[src/rtl/tl_pkg.sv]
// Shared constants for the transaction-layer arbitration multiplexer.
package tl_pkg;

    // Arbitration mode selectors for the ARB_MODE parameter
    localparam int ARB_RR    = 0;
    localparam int ARB_FIXED = 1;

    // Main arbiter state: no holder, or a channel holding a burst
    typedef enum logic {
        ST_IDLE = 1'b0,
        ST_HOLD = 1'b1
    } tl_state_e;

endpackage : tl_pkg

[src/rtl/tl_rr_pick.sv]
// Combinational next-eligible picker.
// In round-robin mode the search starts one past ptr_i and wraps, so the
// channel at ptr_i itself has the lowest priority. In fixed mode the lowest
// requesting index wins and ptr_i is ignored.
module tl_rr_pick #(
    parameter int NUM_CH = 4,
    parameter int IW     = 2
) (
    input  logic [NUM_CH-1:0] req_i,
    input  logic [IW-1:0]     ptr_i,
    input  logic              fixed_i,
    output logic              valid_o,
    output logic [IW-1:0]     idx_o
);

    int          cand_s;
    logic [IW-1:0] cand_idx_s;

    // Scan from the farthest candidate to the nearest so the nearest hit wins
    always_comb begin
        valid_o    = 1'b0;
        idx_o      = '0;
        cand_s     = 0;
        cand_idx_s = '0;
        for (int k = NUM_CH; k >= 1; k--) begin
            if (fixed_i) begin
                cand_s = k - 1;
            end else begin
                cand_s = (int'(ptr_i) + k) % NUM_CH;
            end
            cand_idx_s = IW'(cand_s);
            if (req_i[cand_idx_s]) begin
                valid_o = 1'b1;
                idx_o   = cand_idx_s;
            end else begin
                valid_o = valid_o;
            end
        end
    end

endmodule : tl_rr_pick

[src/rtl/tl_arb_mux.sv]
// N-channel multiplexer draining first-word-fall-through FIFOs into one
// downstream FIFO, with round-robin or fixed-priority arbitration, a bounded
// per-grant burst length and almost-full / active gating.
module tl_arb_mux
    import tl_pkg::*;
#(
    parameter int  NUM_CH    = 4,
    parameter int  DATA_W    = 10,
    parameter int  MAX_BURST = 4,
    parameter int  ARB_MODE  = 0,
    localparam int IW        = $clog2(NUM_CH)
) (
    input  logic                     clk,
    input  logic                     reset,
    input  logic                     active,
    input  logic [NUM_CH-1:0]        in_empty,
    input  logic [NUM_CH*DATA_W-1:0] in_data,
    output logic [NUM_CH-1:0]        in_pop,
    input  logic                     out_almost_full,
    output logic                     out_push,
    output logic [DATA_W-1:0]        out_data,
    output logic [IW-1:0]            grant_id
);

    localparam int   CW         = $clog2(MAX_BURST + 1);
    localparam logic MODE_FIXED = (ARB_MODE == ARB_FIXED);

    tl_state_e         state_q, state_d;
    logic [IW-1:0]     hold_q, hold_d;
    logic [CW-1:0]     cnt_q, cnt_d;
    logic [IW-1:0]     ptr_q, ptr_d;
    logic              out_push_q;
    logic [DATA_W-1:0] out_data_q;
    logic [IW-1:0]     grant_q;

    logic [NUM_CH-1:0] elig_s;
    logic              go_s;
    logic              cont_s;
    logic              pick_valid_s;
    logic [IW-1:0]     pick_idx_s;
    logic              pop_any_s;
    logic [IW-1:0]     pop_idx_s;
    logic [DATA_W-1:0] word_s [NUM_CH];

    assign elig_s = ~in_empty;
    // Reset is folded into go so nothing is popped while reset is asserted.
    assign go_s   = active & ~out_almost_full & ~reset;
    assign cont_s = (state_q == ST_HOLD) && elig_s[hold_q] &&
                    (cnt_q < CW'(MAX_BURST));

    for (genvar g = 0; g < NUM_CH; g++) begin : g_unpack
        assign word_s[g] = in_data[g*DATA_W +: DATA_W];
    end

    tl_rr_pick #(
        .NUM_CH (NUM_CH),
        .IW     (IW)
    ) u_pick (
        .req_i   (elig_s),
        .ptr_i   (ptr_q),
        .fixed_i (MODE_FIXED),
        .valid_o (pick_valid_s),
        .idx_o   (pick_idx_s)
    );

    // Next-state: continue the burst, rearbitrate, or fall back to IDLE
    always_comb begin
        state_d   = state_q;
        hold_d    = hold_q;
        cnt_d     = cnt_q;
        ptr_d     = ptr_q;
        pop_any_s = 1'b0;
        pop_idx_s = hold_q;
        if (go_s) begin
            if (cont_s) begin
                pop_any_s = 1'b1;
                pop_idx_s = hold_q;
                cnt_d     = cnt_q + CW'(1);
            end else if (pick_valid_s) begin
                pop_any_s = 1'b1;
                pop_idx_s = pick_idx_s;
                state_d   = ST_HOLD;
                hold_d    = pick_idx_s;
                cnt_d     = CW'(1);
                ptr_d     = pick_idx_s;
            end else begin
                state_d = ST_IDLE;
                cnt_d   = '0;
            end
        end else if (!active) begin
            // Leaving ACTIVE aborts any burst; the RR pointer survives.
            state_d = ST_IDLE;
            cnt_d   = '0;
        end else begin
            state_d = state_q;
        end
    end

    assign in_pop = pop_any_s ? (NUM_CH'(1) << pop_idx_s) : '0;

    // Arbiter state registers
    always_ff @(posedge clk) begin
        if (reset) begin
            state_q <= ST_IDLE;
            hold_q  <= '0;
            cnt_q   <= '0;
            ptr_q   <= IW'(NUM_CH - 1);
        end else begin
            state_q <= state_d;
            hold_q  <= hold_d;
            cnt_q   <= cnt_d;
            ptr_q   <= ptr_d;
        end
    end

    // Output registers: push the popped word one cycle after the pop
    always_ff @(posedge clk) begin
        if (reset) begin
            out_push_q <= 1'b0;
            out_data_q <= '0;
            grant_q    <= '0;
        end else begin
            out_push_q <= pop_any_s;
            if (pop_any_s) begin
                out_data_q <= word_s[pop_idx_s];
                grant_q    <= pop_idx_s;
            end else begin
                out_data_q <= out_data_q;
                grant_q    <= grant_q;
            end
        end
    end

    assign out_push = out_push_q;
    assign out_data = out_data_q;
    assign grant_id = grant_q;

endmodule : tl_arb_mux

[config.mk]
export PLATFORM = sky130hd
export DESIGN_NAME = tl_arb_mux
export DESIGN_NICKNAME = d
export VERILOG_FILES = /design/src/rtl/tl_pkg.sv /design/src/rtl/tl_rr_pick.sv /design/src/rtl/tl_arb_mux.sv
export SDC_FILE = /design/constraint.sdc
export NUM_CORES = 1
export LEC_CHECK = 0
export CORE_ASPECT_RATIO = 0.9
export CORE_UTILIZATION = 40
export DETAILED_ROUTE_END_ITERATION = 16
export GPL_ROUTABILITY_DRIVEN = 0
export PLACE_DENSITY = 0.91
export SETUP_SLACK_MARGIN = 0.05
export SLEW_MARGIN = 25
export SYNTH_ARGS = -nofsm -noshare
export SYNTH_HDL_FRONTEND = slang
export SYNTH_SLANG_ARGS = --single-unit
export TNS_END_PERCENT = 20
[constraint.sdc]
create_clock -name clk -period 2.9 [get_ports clk]
set_input_delay 0.58 -clock clk [delete_from_list [all_inputs] [get_ports clk]]
set_output_delay 0.58 -clock clk [all_outputs]
set_load 0.03 [all_outputs]
==> impl_results.md <==
- Outcome: finished clean
- Hold WS: 0.464 ns
- Largest family of logic cells by synthesized area: compound AO/OA/AOI/OAI gates
- Max-Cap Viols: 0
- Num rows: 19
- Sw Share: 0.290
- Core area: 3070 µm²
- Area delta synth->final: 64.2%
- Period Utilization, post-route: 0.945
- Final instance area: 2110 µm²
- Synth Register Bits: 21
- Slew Limit Fails: 0
- Overall Power: 0.000682 W
- WP data required: 2.32 ns
- Gr usage total: 0.223
- Clk pin slew, worst setup/hold paths: 0.12 ns
- DRC: 0
- Combinational Power Share: 0.336
- First-pass iteration count of the detailed router: 4
- Hold-fix buffers, CTS: 0
- FMAX: 365 MHz
- Dpl hpwl: 2780 µm
- Finished Core Util: 0.690
- Syn Nets: 196
- Top cells by area, synth: dfxtp_1 (33%), a211oi_1 (12%), mux2i_1 (8.6%)
- Pleak: 0.933 nW
- Starting Density: 0.420
- Worst-margin pin slew: 0.733 ns
- Critical path's slowest cell: a2111o_1
- Synth top area share: 0.327
- Power Density: 323 nW/µm²
- Final net count: 276
- Hold crit path type: reg2reg
- Cell Area, Synth: 1290 µm²
- Drt via density: 5.50
- WP data arrival: 2.16 ns
- Net Sw Power: 0.000198 W
- Worst VDD drop: 0.198 mV
- Share of layout cells above drive strength 1: 0.199
- Slew Limit Headroom: 0.510
- Drt total wl: 3690 µm
- Sequential power share: 0.454
- Crit path max fanout: 3
- Leading area contributor after synthesis: dfxtp_1
- XOR/XNOR share of the synthesized area: 0
- Post-synthesis sequential area ratio: 0.327
- Placed instance area: 2060 µm²
- CTS Buf Count: 3
- Clock sinks: 21
- EDFF count, synth: 0
- Die Y: 55.8 µm
- Antenna violations before repair: 0
- Startpoint Class: input pin
- Ports: 65
- ANT cells: 0
- Int Pwr: 0.000484 W
- TritonCTS clock tree: built
- Simple-gate area share of the yosys netlist: 0.208
- Die ar.: 3450 µm²
- ANT nets after route: 0
- Endpoint class of the critical path: output pin
- Post-synthesis cell count: 147
- Yosys cell types: 38
- Global-route wire length before repair: 5770 µm
- CTS Root Cell: clkbuf_4
- Warnings, synthesis: 0
- Largest net degree at the start of global routing: 18
- Clock Skew: 0.0133 ns
- FFs w/ async S/R, synth: 0
- CP peak stage delay: 0.40 ns
- Number of fill cells in the layout: 248
- Total global routing overflow: 0
- WS Path Type: in2out
- Syn Area/Cell: 8.76 µm²
- Adder-Cell Fraction of Synth Area: 0.00972
- Clock power share: 0.210
- Routed via count: 1474
- Post-synthesis mux area share: 0.103
- Final period demand of the worst path: 2.74 ns
- Vias in the first global route: 1350
- Routed len/inst: 13.8 µm
- H-Tree Depth: 1
- Port Buf Inserts: 64
- Clock Tree Buf Depth: 2
- Crit-path cells: clkbuf_2, and4_1, or3_4, a2111o_1, and2_4, nor3_4, buf_6
- RSZ-0062 raised after global routing: no
- Clk Latency, worst-skew pair: 0.31 ns
- Compound-Gate Fraction of Synth Area: 0.296
- Iter 0 DRT Violations: 86
- Die width: 61.8 µm
- Final hold violation count: 0
- Post-synth top flop: dfxtp_1
- Final setup viols: 0
==> per-stage QoR <==
stage / setup TNS [ns] / setup slack (ns) / cells
CTS: 0 / 0.0976 / 268
global route: 0 / 0.0747 / 268
floorplan: -0.317 / -0.138 / 147
global placement: -0.446 / -0.155 / 261
finish: 0 / 0.160 / 268
detailed placement: -0.665 / -0.201 / 261
==> power by group through the flow <==
| stage | sequential [W] | clock, W | combinational [W] |
|---|---|---|---|
| finish | 0.000310 | 0.000144 | 0.000229 |
| global route | 0.000311 | 0.000160 | 0.000246 |
| CTS | 0.000309 | 0.000145 | 0.000228 |
| detailed placement | 0.000316 | 0 | 0.000223 |
| global placement | 0.000315 | 0 | 0.000220 |
| floorplan | 0.000332 | 0 | 0.0000932 |
==> layer usage <==
metal  vias up  routed length, µm  track usage
li1        727                  -            -
met1       662               1510        0.267
met2        77               1810        0.359
met3         8                304       0.0837
met4         0                 63       0.0762
met5         -                  0            0
==> cell usage in the layout (no fill, tap or decap), types with 3 or more instances in the layout <==
cell type / instances
clkdlybuf4s50_1: 53
a211oi_1: 21
dfxtp_1: 21
buf_4: 21
nor2_1: 11
o21bai_1: 11
and3_1: 11
mux2i_1: 10
nand2_1: 7
a21oi_1: 6
clkbuf_2: 4
buf_6: 4
nand2b_1: 3
clkbuf_4: 3
==> registers in the layout, summed over array words and instances (netlist names) <==
signal / flops
out_push: 1
state_q: 1
cnt_q: 3
grant_id: 2
out_data: 10
ptr_q: 2
hold_q: 2
==> cell type report <==
type | instances | area (µm²) | area share
Clock buffer | 4 | 26.3 | 0.0124
Inverter | 2 | 7.51 | 0.00355
Multi-Input combinational cell | 114 | 827 | 0.391
Sequential cell | 21 | 420 | 0.199
Tap cell | 42 | 52.6 | 0.0249
Timing Repair Buffer | 85 | 781 | 0.369
==> cells in the mapped netlist, drive strengths merged, types with 2 or more instances <==
| cell type | instances |
|---|---|
| a211oi | 21 |
| dfxtp | 21 |
| nor2 | 12 |
| and3 | 11 |
| mux2i | 11 |
| o21bai | 11 |
| nand2 | 8 |
| clkbuf | 7 |
| a21oi | 6 |
| nand2b | 4 |
| buf | 3 |
| nor3 | 3 |
| o21ai | 3 |
| a31oi | 2 |
| and3b | 2 |
| inv | 2 |
| mux2 | 2 |
| nand3 | 2 |
==> what timing repair did <==
action / 4_1_cts / 5_1_grt
endpoints found under the hold margin: 0 / 0
pin swaps: 5 / 4
setup endpoints to repair: 4 / 4
buffers inserted: 3 / 0
resized for setup: 15 / 10
==> final timing paths <==
check,slack [ns],endpoint,from,cells past startpoint
hold reg to reg,0.46,grant_id[0],grant_id[0],2
setup / recovery,0.16,in_pop[2],in_empty[0],7
setup reg to reg,0.71,out_data[6],state_q,7
hold / removal,0.46,grant_id[0],grant_id[0],2
==> critical path, delay by kind of cell <==
family | cells | cell delay (ns)
buffers and inverters | 2 | 0.24
AO/OA/AOI/OAI | 1 | 0.40
AND/OR/NAND/NOR | 4 | 0.93
==> logic make-up after synthesis <==
logic type,count (synthesis)
multiplexers,13
flip-flops,21
adder cells (fa/ha/maj),1
AO/OA/AOI/OAI,53
AND/OR/NAND/NOR,47
buffers and inverters,12
No activity file was read; power rests on OpenSTA's default activity.
